File: src/rtl/uart_rx_if.sv
// rtl/uart_rx_if.sv - received word and per-frame flags from uart_rx to the command decoder
interface uart_rx_if #(
    parameter int DATA_BITS = 8
);
    logic [DATA_BITS-1:0] rx_data;
    logic                 rx_valid;
    logic                 parity_err;
    logic                 frame_err;
    logic                 busy;

    modport master (output rx_data, rx_valid, parity_err, frame_err, busy);
    modport slave  (input  rx_data, rx_valid, parity_err, frame_err, busy);
endinterface

File: src/rtl/uart_rx.sv
// rtl/uart_rx.sv - oversampling UART receiver with parity/framing checks
module uart_rx #(
    parameter int CLK_FREQ_HZ = 100000000,
    parameter int BAUD_RATE   = 115200,
    parameter int OVERSAMPLE  = 16,
    parameter int DATA_BITS   = 8,
    parameter int PARITY      = 0
) (
    input  logic      clk,
    input  logic      rst,
    input  logic      rx_lane,
    output logic      rx_probe,
    uart_rx_if.master rx
);
    localparam int TICK_DIV = CLK_FREQ_HZ / (BAUD_RATE * OVERSAMPLE);
    localparam int CW       = (TICK_DIV > 1) ? $clog2(TICK_DIV) : 1;
    localparam int SW       = $clog2(OVERSAMPLE);
    localparam int BW       = $clog2(DATA_BITS);

    typedef enum logic [2:0] {
        S_IDLE,
        S_START,
        S_DATA,
        S_PARITY,
        S_STOP,
        S_WAIT_IDLE
    } state_t;

    state_t               state;
    state_t               state_n;
    logic [2:0]           sync = 3'b111;
    logic                 rx_s;
    logic [CW-1:0]        cnt;
    logic                 tick;
    logic [SW-1:0]        s;
    logic [BW-1:0]        bit_idx;
    logic [DATA_BITS-1:0] shreg;
    logic                 perr_q;
    logic                 samp;
    logic                 s_clr;
    logic                 bit_clr;
    logic                 shift_en;
    logic                 par_ld;
    logic                 emit_valid;
    logic                 emit_ferr;

    always_ff @(posedge clk) begin
        if (rst) sync <= 3'b111;
        else     sync <= {sync[1:0], rx_lane};
    end

    assign rx_s     = sync[2];
    assign rx_probe = rx_s;

    // Tick counter sits at zero while the lane idles so the first tick lands a fixed distance from the start edge.
    assign tick = (cnt == CW'(TICK_DIV - 1));

    always_ff @(posedge clk) begin
        if (rst || (state == S_IDLE && rx_s) || tick) cnt <= '0;
        else                                         cnt <= cnt + CW'(1);
    end

    assign samp = tick && (s == SW'(OVERSAMPLE - 1));

    always_ff @(posedge clk) begin
        if (rst || state == S_IDLE || s_clr) s <= '0;
        else if (tick)                       s <= (s == SW'(OVERSAMPLE - 1)) ? '0 : s + SW'(1);
    end

    always_ff @(posedge clk) begin
        if (rst) state <= S_IDLE;
        else     state <= state_n;
    end

    always_comb begin
        state_n    = state;
        s_clr      = 1'b0;
        bit_clr    = 1'b0;
        shift_en   = 1'b0;
        par_ld     = 1'b0;
        emit_valid = 1'b0;
        emit_ferr  = 1'b0;
        case (state)
            S_IDLE: begin
                if (!rx_s) state_n = S_START;
            end
            S_START: begin
                if (tick && s == SW'(OVERSAMPLE / 2 - 1)) begin
                    s_clr   = 1'b1;
                    bit_clr = 1'b1;
                    state_n = rx_s ? S_IDLE : S_DATA;
                end
            end
            S_DATA: begin
                if (samp) begin
                    shift_en = 1'b1;
                    if (bit_idx == BW'(DATA_BITS - 1))
                        state_n = (PARITY != 0) ? S_PARITY : S_STOP;
                end
            end
            S_PARITY: begin
                if (samp) begin
                    par_ld  = 1'b1;
                    state_n = S_STOP;
                end
            end
            S_STOP: begin
                if (samp) begin
                    if (rx_s) begin
                        emit_valid = 1'b1;
                        state_n    = S_IDLE;
                    end else begin
                        emit_ferr = 1'b1;
                        state_n   = S_WAIT_IDLE;
                    end
                end
            end
            S_WAIT_IDLE: begin
                if (rx_s) state_n = S_IDLE;
            end
            default: state_n = S_IDLE;
        endcase
    end

    always_ff @(posedge clk) begin
        if (rst) begin
            bit_idx <= '0;
            shreg   <= '0;
            perr_q  <= 1'b0;
        end else begin
            if (bit_clr)       bit_idx <= '0;
            else if (shift_en) bit_idx <= bit_idx + BW'(1);
            if (shift_en) shreg <= {rx_s, shreg[DATA_BITS-1:1]};
            // Odd mode expects the XOR of data and parity bit to be 1, even mode 0.
            if (bit_clr)     perr_q <= 1'b0;
            else if (par_ld) perr_q <= (^{shreg, rx_s}) ^ (PARITY == 2);
        end
    end

    always_ff @(posedge clk) begin
        if (rst) begin
            rx.rx_data    <= '0;
            rx.rx_valid   <= 1'b0;
            rx.parity_err <= 1'b0;
            rx.frame_err  <= 1'b0;
        end else begin
            rx.rx_valid   <= emit_valid;
            rx.parity_err <= emit_valid && perr_q && (PARITY != 0);
            rx.frame_err  <= emit_ferr;
            if (emit_valid) rx.rx_data <= shreg;
        end
    end

    assign rx.busy = (state != S_IDLE);
endmodule

File: src/flat_wrapper.sv
// flat-port wrapper written by rule: the top's interface ports become plain ports
module uart_rx_flat 
#(
    parameter int CLK_FREQ_HZ = 100000000,
    parameter int BAUD_RATE   = 115200,
    parameter int OVERSAMPLE  = 16,
    parameter int DATA_BITS   = 8,
    parameter int PARITY      = 0
)
  (clk, rst, rx_lane, rx_probe, rx_rx_data, rx_rx_valid, rx_parity_err, rx_frame_err, rx_busy);
  uart_rx_if #(.DATA_BITS(DATA_BITS)) rx_i ();
  input  logic clk;
  input  logic rst;
  input  logic rx_lane;
  output logic rx_probe;
  output wire logic [$bits(rx_i.rx_data)-1:0] rx_rx_data;
  output wire logic [$bits(rx_i.rx_valid)-1:0] rx_rx_valid;
  output wire logic [$bits(rx_i.parity_err)-1:0] rx_parity_err;
  output wire logic [$bits(rx_i.frame_err)-1:0] rx_frame_err;
  output wire logic [$bits(rx_i.busy)-1:0] rx_busy;
  assign rx_rx_data = rx_i.rx_data;
  assign rx_rx_valid = rx_i.rx_valid;
  assign rx_parity_err = rx_i.parity_err;
  assign rx_frame_err = rx_i.frame_err;
  assign rx_busy = rx_i.busy;
  uart_rx #(.CLK_FREQ_HZ(CLK_FREQ_HZ), .BAUD_RATE(BAUD_RATE), .OVERSAMPLE(OVERSAMPLE), .DATA_BITS(DATA_BITS), .PARITY(PARITY)) u_core (.clk(clk), .rst(rst), .rx_lane(rx_lane), .rx_probe(rx_probe), .rx(rx_i));
endmodule
File: config.mk
export PLATFORM = sky130hd
export DESIGN_NAME = uart_rx_flat
export DESIGN_NICKNAME = d
export VERILOG_FILES = /design/src/rtl/uart_rx_if.sv /design/src/rtl/uart_rx.sv /design/src/flat_wrapper.sv
export SDC_FILE = /design/constraint.sdc
export NUM_CORES = 1
export LEC_CHECK = 0
export CAP_MARGIN = 10
export CORE_MARGIN = 2
export CORE_UTILIZATION = 60
export DETAILED_ROUTE_END_ITERATION = 16
export PLACE_DENSITY = 0.9
export RECOVER_POWER = 100
export SETUP_SLACK_MARGIN = 0.3
export SLEW_MARGIN = 0
export SYNTH_ARGS = -nofsm -noshare
export SYNTH_HDL_FRONTEND = slang
export SYNTH_SLANG_ARGS = --single-unit
File: constraint.sdc
create_clock -name clk -period 3.2 [get_ports clk]
set_input_delay 0.32 -clock clk [delete_from_list [all_inputs] [get_ports clk]]
set_output_delay 0.32 -clock clk [all_outputs]
set_load 0.02 [all_outputs]
Word level (Yosys, flattened, before mapping). Index checks and enable logic that the tools add are counted.

Register bits after elaboration: 37. Input bits: 3. Output and inout port bits: 13. Logic and storage cells: 61.

Add/subtract/negate cells: 3. Eq/ne operators: 16. Muxes and demuxes: 19. Bitwise logic cells: 2. Reduce and logical (&&, ||, !) cells: 12.

Operators by type and width (count): 2-to-1 mux 3 bit (8); one-hot mux 3 bit (6 select lines) (1); inequality test 2 x 1 -> 1 bit (second input constant) (6); equality test 3 bit (second input constant) (3); 2-to-1 mux 1 bit (8); AND reduction 7 bit (1); adder 6 x 1 -> 6 bit (second input constant) (1); equality test 3 x 2 -> 1 bit (second input constant) (2); equality test 6 bit (second input constant) (1); adder 4 x 1 -> 4 bit (second input constant) (1); equality test 4 x 3 -> 1 bit (second input constant) (1); equality test 4 bit (second input constant) (1); logical OR 1 bit (4); 2-to-1 mux 4 bit (1); adder 3 x 1 -> 3 bit (second input constant) (1); equality test 3 x 1 -> 1 bit (second input constant) (1); logical AND 1 bit (3); zero test 3 bit (1); nonzero test 3 bit (1); OR reduction 3 bit (1); 2-to-1 mux 2 bit (1); inequality test 2 bit (second input constant) (1); NOT 1 bit (2); OR reduction 2 bit (1).

Depth between registers and ports, before layout. Gate-level depths: netlist (run 1).

Depth after elaboration: 5. Gate-level depth with buffers: 8.

Worst setup path before layout (run 1). No wires, ideal clock.

Path kind: reg2reg. From: register u_core.cnt[1]. To: register u_core.state[0]. Arrival time: 1392 ps. Data required time: 3068 ps. Path slack: 1675 ps. Stages on the path, launching flop included: 8. Clock period less this slack: 1525 ps. Cells stage by stage: dfxtp_1 > inv_1 > ha_1 > and3_1 > buf_2 > a311o_1 > nand4b_1 > a21oi_1.

Longest elaborated chain between the ends: 4. Elaborated cells between the ends (all ways): 8.

RTL lines: from (decl) (line uart_rx.sv:33) `logic [CW-1:0] cnt;`; from (signal assigned) (line uart_rx.sv:60) `else cnt <= cnt + CW'(1);`; equality test 6 bit * (line uart_rx.sv:56) `assign tick = (cnt == CW'(TICK_DIV - 1));`; logical AND 1 bit (on tied branches) (line uart_rx.sv:63, uart_rx.sv:88); inequality test 2 x 1 -> 1 bit (no source line); AND reduction 7 bit (no source line) *; to (signal assigned) (line uart_rx.sv:72) `else state <= state_n;`; to (decl) (line uart_rx.sv:29) `state_t state;`.

Mark *: on every way between the ends. The rest lies on a longest branch, timed or not. A chain may end at the register's enable or synchronous reset.

Worst setup path in the final report (run 1).
From: register u_core.state[0]. To: output port rx_busy.

Longest elaborated chain between the ends: 1.

RTL lines: nonzero test 3 bit (line uart_rx.sv:154) `assign rx.busy = (state != S_IDLE);`; to (decl) (line flat_wrapper.sv:20) `output wire logic [$bits(rx_i.busy)-1:0] rx_busy;`.

No other way between the ends.

==> metrics.md, run 1 <==
| Metric | Value |
|---|---|
| Power density of the placed cells | 417 nW/µm² |
| Peak Freq | 410 MHz |
| Height of the die | 57 µm |
| Worst slew margin relative to its limit | 40.4% |
| Gate count after technology mapping | 171 |
| Max clock buf depth | 2 |
| DRC violations left | 0 |
| I/O pins | 16 |
| Share of the clock period used by the worst path after layout | 76.3% |
| Critical Path RT | 2.88 ns |
| Routability-driven placement congestion ratio | 0.832 |
| Total via count in the routed design | 1231 |
| First-pass GRT wire length | 5260 µm |
| Synth top area share | 43.9% |
| Htree depth | 2 |
| Number of antenna violations at the first check in global routing | 0 |
| Critical path capture point type | primary output |
| Number of nets produced by synthesis | 179 |
| Number of endpoints with negative hold slack in the final report | 0 |
| Top cells by area, synth | dfxtp_1 44%, mux2i_1 11%, nor2_1 6.7%, ha_1 3.7%, xnor2_1 3.1% |
| Number of warnings issued by yosys | 0 |
| Util after Layout | 66.2% |
| Internal power consumption | 566 µW |
| Number of standard cells in the layout, taps in and fillers out | 211 |
| Detailed router's first-iteration violation count | 24 |
| Critical Path AT | 2.12 ns |
| Final count of negative-setup-slack endpoints | 0 |
| Mean Syn Cell Area | 9.86 µm² |
| Result of the run | finished clean |
| Insertion delay to the later sink of the worst-skew pair | 0.33 ns |
| Ys flop type | dfxtp_1 |
| Clk Tree Root Cell | clkbuf_4 |
| Total power | 749 µW |
| Area after detailed placement | 1790 µm² |
| Net switching fraction of the power | 24.5% |
| Final critical path time including I/O delays and setup | 2.44 ns |
| Leading cell types in the layout, fill and taps excluded | 37 x dfxtp_1, 30 x nor2_1, 19 x mux2i_1, 13 x dlygate4sd3_1, 7 x nor3_1 |
| Sequential Power Share | 63.8% |
| Die Width | 57 µm |
| Count of unique library cells instantiated by Yosys | 43 |
| Sort of element at the start of the critical path | flop |
| Total congestion overflow after global routing | 0 |
| Transition time at the pin with the least slew margin | 0.891 ns |
| Clock network fraction of design power | 28.5% |
| Vias in the first global route | 1184 |
| Area of the core | 2710 µm² |
| Pin count of the biggest net entering global routing | 29 |
| Commonest non-fill, non-tap cell in the layout | dfxtp_1 |
| Share of layout cells above drive strength 1 | 6.11% |
| Worst Path Max Fanout | 14 |
| WL final | 3140 µm |
| Type of the worst min-delay path | reg -> reg |
| Cell leakage power | 0.792 nW |
| Effective utilization at floorplan | 62.2% |
| Count of buffers added by post-CTS timing repair for setup | 0 |
| Number of rows created at floorplan | 19 |
| Number of instances resized during post-cts repair | 0 |
| Area of the die | 3250 µm² |
| Synthesis-to-finish area growth | 6.46% |
| Number of enable-type register cells in the synthesized netlist | 0 |
| Setup repair after global routing missed its margin | no |
| Final Instance Area | 1790 µm² |
| Final worst clock skew | 0.00698 ns |
| Post-synthesis async set-or-reset flop share | 0% |
| Vias/cell | 5.83 |
| Register area share after synthesis | 43.9% |
| Count of placed standard cells including taps | 205 |
| Dpl hpwl | 2290 µm |
| Final nets | 189 |
| Max-cap check violation count | 0 |
| Reg clk slew, reported paths | 0.09 ns |
| Number of sinks on the clock net | 37 |
| Routed wirelength normalized by instance count | 14.9 µm |
| Combined area of all synthesized cells | 1690 µm² |
| Setup_tns | 0 ns |
| Number of detailed-routing iterations run before antenna repair | 4 |
| Combinational power share | 7.7% |
| Worst Path Class, Setup | reg -> out |
| Cts-stage hold buffer count | 0 |
| Worst ir drop on vdd | 0.335 mV |
| Net switching power | 183 µW |
| Tot GR Track Use | 21.1% |
| CTS tree | yes |
| Slew Viols, Final | 0 |
| Synthesized flop and latch total | 37 |
| Inserted Clock Buffers | 5 |
| Cell type contributing the most total cell area after synthesis | dfxtp_1 |
| Number of antenna-violating nets in the routed design | 0 |
| Antenna cell count | 0 |
| Count of input and output buffers | 14 |
[cell type report]
| type | instances | area [µm²] |
|---|---|---|
| Clock buffer | 5 | 37.5 |
| Clock inverter | 1 | 5.00 |
| Fill cell | 234 | 916 |
| Inverter | 6 | 22.5 |
| Multi-Input combinational cell | 117 | 810 |
| Sequential cell | 37 | 741 |
| Tap cell | 31 | 38.8 |
| Timing Repair Buffer | 14 | 140 |
[metal layers]
layer	global-route usage [%]	share of wire, %
met3	5.90	4.7
met4	11.6	2.8
met1	23.9	43
met5	0	0
met2	35.6	49
[path summary, 6_finish.rpt]
| path | from | endpoint | slack [ns] | cells after the start |
|---|---|---|---|---|
| setup / recovery | u_core.state[0] | rx_busy | 0.76 | 3 |
| hold / removal | u_core.sync[1] | u_core.sync[2] | 0.42 | 1 |
| setup reg to reg | u_core.s[0] | u_core.shreg[5] | 0.96 | 5 |
| hold reg to reg | u_core.sync[1] | u_core.sync[2] | 0.42 | 1 |
[power by group through the flow]
| stage | clock network [mW] | registers (mW) | logic, mW |
|---|---|---|---|
| final | 0.214 | 0.478 | 0.0576 |
| after global routing | 0.237 | 0.479 | 0.0631 |
| after detailed placement | 0 | 0.488 | 0.0586 |
| after CTS | 0.219 | 0.477 | 0.0590 |
| after global placement | 0 | 0.486 | 0.0555 |
| after floorplan | 0 | 0.481 | 0.0497 |
[critical path, stage by stage (launching register included)]
cell,delay (ns)
dfxtp_1,0.46
nor3_1,0.50
inv_1,0.13
dlygate4sd3_1,0.69
[state kept, by name, indices dropped and copies added (netlist names)]
| name | count |
|---|---|
| u_core.rx.rx_data | 8 |
| u_core.shreg | 8 |
| u_core.cnt | 6 |
| u_core.s | 4 |
| u_core.bit_idx | 3 |
| u_core.state | 3 |
| u_core.sync | 3 |
| u_core.rx.frame_err | 1 |
| u_core.rx.rx_valid | 1 |
[metrics by stage]
step                      hold slack, ns  worst slack, ns
final                              0.417            0.760
after global routing               0.432            0.640
after CTS                          0.421            0.882
after detailed placement           0.399             1.27
after global placement             0.393             1.32
after floorplan                    0.389             1.68
[synth_stat cells, types with 2 or more instances]
master    number
clkbuf_1       3
nand2_1        3
buf_4          3
a21oi_1        3
xnor2_1        6
nor2_1        30
nand4_4        2
xor2_1         4
nand4_1        3
nand4b_1       2
nor3_1         7
buf_6          2
nand3_1        4
o21ai_0        3
ha_1           5
inv_1          6
or2_2          3
mux2i_1       19
buf_2          3
dfxtp_1       37
[cell families (layout without fill, tap and decap cells)]
kind of cell / after synthesis / count (layout) / synth area share (%)
xor+xnor: 10 / 10 / 5.20
fa+ha+maj: 5 / 5 / 3.71
simple gates: 66 / 66 / 22.4
other cells: 1 / 1 / 0.223
flops: 37 / 37 / 43.9
compound gates: 16 / 16 / 7.65
mux: 19 / 19 / 11.3
buf+inv: 17 / 26 / 5.57
Note: power is estimated with default switching activity, not from simulation.
==> run 2, diff against run 1 <==
--- a/config.mk
+++ b/config.mk
@@ -7,9 +7,9 @@
 export LEC_CHECK = 0
 export CAP_MARGIN = 10
 export CORE_MARGIN = 2
-export CORE_UTILIZATION = 60
+export CORE_UTILIZATION = 50
 export DETAILED_ROUTE_END_ITERATION = 16
-export PLACE_DENSITY = 0.9
+export PLACE_DENSITY = 0.81
 export RECOVER_POWER = 100
 export SETUP_SLACK_MARGIN = 0.3
 export SLEW_MARGIN = 0
==> constraint.sdc (replaced) <==
create_clock -name clk -period 2.2 [get_ports clk]
set_input_delay 0.22 -clock clk [delete_from_list [all_inputs] [get_ports clk]]
set_output_delay 0.22 -clock clk [all_outputs]
set_load 0.02 [all_outputs]
==> metrics.md, run 2 (synthesis gave the netlist of run 1 again) <==
| Metric | Value |
|---|---|
| Type of the worst min-delay path | reg -> reg |
| Final critical path time including I/O delays and setup | 1.83 ns |
| Setup_tns | 0 ns |
| Area of the core | 3280 µm² |
| Result of the run | finished clean |
| Height of the die | 62.1 µm |
| Critical path capture point type | flop |
| Routability-driven placement congestion ratio | 0.807 |
| Share of the clock period used by the worst path after layout | 83.2% |
| Reg clk slew, reported paths | 0.11 ns |
| Inserted Clock Buffers | 5 |
| Die Width | 62.1 µm |
| DRC violations left | 0 |
| Critical Path AT | 2.05 ns |
| Insertion delay to the later sink of the worst-skew pair | 0.34 ns |
| Number of endpoints with negative hold slack in the final report | 0 |
| Htree depth | 2 |
| Filler cell count in the final layout | 292 |
| Number of antenna-violating nets in the routed design | 0 |
| Final nets | 190 |
| Worst Path Max Fanout | 5 |
| Slew Viols, Final | 0 |
| Antenna cell count | 0 |
| CTS tree | yes |
| Power density of the placed cells | 611 nW/µm² |
| Total congestion overflow after global routing | 0 |
| Vias in the first global route | 1099 |
| Total power | 1.15 mW |
| Sequential cell area | 743 µm² |
| I/O pins | 16 |
| Max clock buf depth | 2 |
| Share of layout cells above drive strength 1 | 10.4% |
| Count of input and output buffers | 14 |
| First-pass GRT wire length | 4860 µm |
| Total via count in the routed design | 1251 |
| Area of the multi-input gates | 857 µm² |
| Clk Tree Root Cell | clkbuf_4 |
| Final worst clock skew | 0.00728 ns |
| Peak Freq | 546 MHz |
| Worst Reg-to-Reg Cells | 5 |
| Synthesis-to-finish area growth | 11.6% |
| Transition time at the pin with the least slew margin | 0.551 ns |
| Sequential Power Share | 60.4% |
| Number of antenna violations at the first check in global routing | 0 |
| Max-cap check violation count | 0 |
| Pin count of the biggest net entering global routing | 17 |
| Vias/cell | 5.49 |
| Count of buffers added by post-CTS timing repair for setup | 0 |
| Setup repair after global routing missed its margin | no |
| Number of cells on the worst hold path | 1 |
| Number of detailed-routing iterations run before antenna repair | 4 |
| Detailed router's first-iteration violation count | 77 |
| Worst slew margin relative to its limit | 62.8% |
| Number of sinks on the clock net | 37 |
| Dpl hpwl | 2170 µm |
| Sort of element at the start of the critical path | flop |
| Combinational power share | 7.4% |
| Net switching fraction of the power | 24.9% |
| Routed wirelength normalized by instance count | 13.4 µm |
| Internal power consumption | 862 µW |
| WL final | 3060 µm |
| Effective utilization at floorplan | 51.3% |
| Worst Path Class, Setup | reg -> reg |
| Number of rows created at floorplan | 21 |
| Clock network fraction of design power | 32.2% |
| Commonest non-fill, non-tap cell in the layout | dfxtp_1 |
| Leading cell types in the layout, fill and taps excluded | 35 x dfxtp_1, 30 x nor2_1, 19 x mux2i_1, 12 x dlygate4sd3_1 |
| Biggest regs | u_core.rx.rx_data x8, u_core.shreg x8, u_core.cnt x6 |
| Worst ir drop on vdd | 0.325 mV |
| Final count of negative-setup-slack endpoints | 0 |
| Cell leakage power | 0.836 nW |
| Net switching power | 286 µW |
| Critical Path RT | 2.42 ns |
| Tot GR Track Use | 17.9% |
| Area of the die | 3850 µm² |
-- run 2: cell types whose count changed in the layout (fill, tap and decap cells not counted), sizes merged --
cell         previous run  this run
clkbuf                  5         7
buf                     0         1
clkinv                  1         0
clkinvlp                0         1
dlygate4sd3            13        12
-- run 2: final cells by class --
cell class                      instances  share of cell area [%]
Timing Repair Buffer                   15                    7.52
Tap cell                               46                    3.06
Inverter                                6                    1.20
Multi-Input combinational cell        117                    45.6
Clock inverter                          1                   0.399
Sequential cell                        37                    39.5
Clock buffer                            6                    2.73
-- run 2: worst paths after layout --
check	start	endpoint	slack [ns]
setup / recovery	u_core.s[0]	u_core.s[1]	0.37
setup reg to reg	u_core.s[0]	u_core.s[1]	0.37
hold / removal	u_core.sync[0]	u_core.sync[1]	0.42
hold reg to reg	u_core.sync[0]	u_core.sync[1]	0.42
-- run 2: repair_timing --
| action | in CTS | in global routing |
|---|---|---|
| resized for setup | 5 | 1 |
| endpoints found under the setup margin | 1 | 1 |
| gates cloned | 0 | 0 |
| hold buffers | 0 | 0 |
-- run 2: metal layers --
| metal | routed length, µm | global-route usage (%) | up-vias | part of all wire [%] |
|---|---|---|---|---|
| li1 | - | - | 617 | - |
| met4 | 80 | 9.73 | 0 | 2.6 |
| met2 | 1470 | 27.1 | 37 | 48 |
| met3 | 124 | 6.63 | 9 | 4.1 |
| met5 | 0 | 0 | - | 0 |
| met1 | 1390 | 22.2 | 588 | 45 |
-- run 2: power by group through the flow --
stage               clock (mW)  sequential (mW)  combinational, mW
floorplan                    0            0.699             0.0723
global placement             0            0.707             0.0834
detailed placement           0            0.708             0.0869
CTS                      0.377            0.695             0.0897
global route             0.411            0.697             0.0930
finish                   0.369            0.694             0.0848
-- run 2: worst max-delay path: stages, from the launching register on --
cell	delay, ns
dfxtp_1	0.41
ha_1	0.22
and4b_1	0.39
nand2_1	0.12
o31ai_1	0.46
nor3_1	0.12
-- run 2: stage by stage --
stage,setup slack (ns),hold slack (ns),std cells,area (µm²),util [%]
final,0.369,0.420,228,1880,57.3
after global routing,0.245,0.440,228,1880,57.3
after CTS,0.329,0.423,228,1890,57.6
after detailed placement,0.442,0.397,221,1820,55.4
after global placement,0.508,0.394,221,1820,55.4
after floorplan,0.675,0.324,171,1690,-
==> run 3, diff against run 2 <==
--- a/config.mk
+++ b/config.mk
@@ -7,9 +7,9 @@
 export LEC_CHECK = 0
 export CAP_MARGIN = 10
 export CORE_MARGIN = 2
-export CORE_UTILIZATION = 50
+export CORE_UTILIZATION = 55
 export DETAILED_ROUTE_END_ITERATION = 16
-export PLACE_DENSITY = 0.81
+export PLACE_DENSITY = 0.84
 export RECOVER_POWER = 100
 export SETUP_SLACK_MARGIN = 0.3
 export SLEW_MARGIN = 0
==> constraint.sdc (replaced) <==
create_clock -name clk -period 1.9 [get_ports clk]
set_input_delay 0.19 -clock clk [delete_from_list [all_inputs] [get_ports clk]]
set_output_delay 0.19 -clock clk [all_outputs]
set_load 0.02 [all_outputs]
==> metrics.md, run 3 (synthesis gave the netlist of run 1 again) <==
| Metric | Value |
|---|---|
| Result of the run | finished clean |
| Total congestion overflow after global routing | 0 |
| DRC violations left | 0 |
| Filler cell count in the final layout | 227 |
| Leading cell types in the layout, fill and taps excluded | 32 x dfxtp_1, 30 x nor2_1, 19 x mux2i_1, 11 x dlygate4sd3_1 |
| Max clock buf depth | 2 |
| Number of endpoints with negative hold slack in the final report | 0 |
| Type of the worst min-delay path | in -> reg |
| Combinational power share | 11.0% |
| Peak Freq | 597 MHz |
| Area of the die | 3520 µm² |
| Cts-stage hold buffer count | 0 |
| Worst setup slack after layout | 0.225 ns |
| Final count of negative-setup-slack endpoints | 0 |
| Worst Path Max Fanout | 5 |
| Routability-driven placement congestion ratio | 0.921 |
| I/O pins | 16 |
| Area of the multi-input gates | 922 µm² |
| Share of layout cells above drive strength 1 | 16.3% |
| Worst slew margin relative to its limit | 65.6% |
| Routed wirelength normalized by instance count | 15.8 µm |
| Power density of the placed cells | 672 nW/µm² |
| Final Instance Area | 1980 µm² |
| Critical path capture point type | flop |
| Clk Tree Root Cell | clkbuf_4 |
| Setup repair after global routing missed its margin | yes |
| Count of input and output buffers | 14 |
| Height of the die | 59.4 µm |
| Detailed router's first-iteration violation count | 81 |
| Cell leakage power | 0.879 nW |
| Synthesis-to-finish area growth | 17.2% |
| Internal power consumption | 995 µW |
| Dpl hpwl | 2310 µm |
| Reg clk slew, reported paths | 0.10 ns |
| Insertion delay to the later sink of the worst-skew pair | 0.34 ns |
| Vias/cell | 5.91 |
| Worst slack at placement | 0.189 ns |
| Total via count in the routed design | 1318 |
| Number of antenna-violating nets in the routed design | 0 |
| Sequential cell area | 749 µm² |
| Sequential Power Share | 59.9% |
| Number of rows created at floorplan | 20 |
| Final nets | 197 |
| Worst ir drop on vdd | 0.530 mV |
| CTS tree | yes |
| Htree depth | 2 |
| WL final | 3530 µm |
| Net switching power | 333 µW |
| Util after Layout | 66.3% |
| Commonest non-fill, non-tap cell in the layout | dfxtp_1 |
| Sort of element at the start of the critical path | flop |
| First-pass GRT wire length | 5620 µm |
| Net switching fraction of the power | 25.1% |
| Setup_tns | 0 ns |
| Biggest regs | u_core.rx.rx_data x8, u_core.shreg x8, u_core.cnt x6 |
| Final critical path time including I/O delays and setup | 1.68 ns |
| Die Width | 59.4 µm |
| Transition time at the pin with the least slew margin | 0.514 ns |
| Final worst clock skew | 0.00703 ns |
| Antenna cell count | 0 |
| Share of the clock period used by the worst path after layout | 88.2% |
| Area of the core | 2980 µm² |
| Critical Path RT | 2.12 ns |
| Slew Viols, Final | 0 |
| Max-cap check violation count | 0 |
| Tot GR Track Use | 22.1% |
| Clock network fraction of design power | 29.1% |
| Number of detailed-routing iterations run before antenna repair | 5 |
| Vias in the first global route | 1247 |
| Pin count of the biggest net entering global routing | 16 |
| Number of sinks on the clock net | 37 |
| Inserted Clock Buffers | 5 |
| Worst Path Class, Setup | reg -> reg |
| Number of antenna violations at the first check in global routing | 0 |
| Area after detailed placement | 1830 µm² |
| Critical Path AT | 1.90 ns |
| Effective utilization at floorplan | 56.6% |
run 3: changes by cell type in the layout (fill, tap and decap cells not counted), moves of 2 or more:
cell / previous run / this run
dfxtp_2: 2 / 4
buf_4: 1 / 5
dfxtp_1: 35 / 32
clkbuf_1: 1 / 4
run 3: power by group through the flow:
stage | Clock, mW | Sequential [mW] | Combinational (mW)
after floorplan | 0 | 0.810 | 0.0837
after global placement | 0 | 0.810 | 0.111
after detailed placement | 0 | 0.810 | 0.118
after CTS | 0.400 | 0.795 | 0.121
after global routing | 0.427 | 0.796 | 0.158
final | 0.386 | 0.795 | 0.146
run 3: metal layers:
| layer | track usage [%] | routed length, µm |
|---|---|---|
| met5 | 0 | 0 |
| met4 | 13.6 | 75 |
| met3 | 5.24 | 162 |
| met2 | 36.4 | 1870 |
| met1 | 25.7 | 1410 |
run 3: final timing paths:
kind	endpoint	start	cells after the start	slack (ns)
worst max register to register	u_core.state[1]	u_core.cnt[1]	6	0.22
worst max-delay path	u_core.state[1]	u_core.cnt[1]	6	0.22
worst min register to register	u_core.sync[1]	u_core.sync[0]	1	0.42
worst min-delay path	u_core.sync[0]	rx_lane	2	0.42
run 3: worst max-delay path, stage by stage (launching register included):
cell and delay, ns:
dfxtp_1 0.34, inv_1 0.06, ha_1 0.19, nand3_1 0.21
o311a_1 0.42, nor3_1 0.23, o31ai_1 0.09
run 3: cell type report:
type,instances,area share [%]
clock buffers,8,2.47
inverters,6,1.14
multi-input cells,118,46.7
flip-flops and latches,37,37.9
well taps,33,2.09
repair buffers,21,9.69
run 3: per-stage QoR:
stage          total power, mW  hold WS (ns)  cells
2_1_floorplan            0.893         0.294    171
3_3_place_gp             0.921         0.393    211
3_5_place_dp             0.929         0.397    211
4_1_cts                   1.32         0.409    220
5_1_grt                   1.38         0.428    223
6_report                  1.33         0.418    223
run 3: what timing repair did:
action	in CTS	in global routing
endpoints found under the setup margin	25	32
endpoints found under the hold margin	0	0
gates cloned	1	0
pin swaps	5	7
resized for setup	13	16
setup buffers	0	3
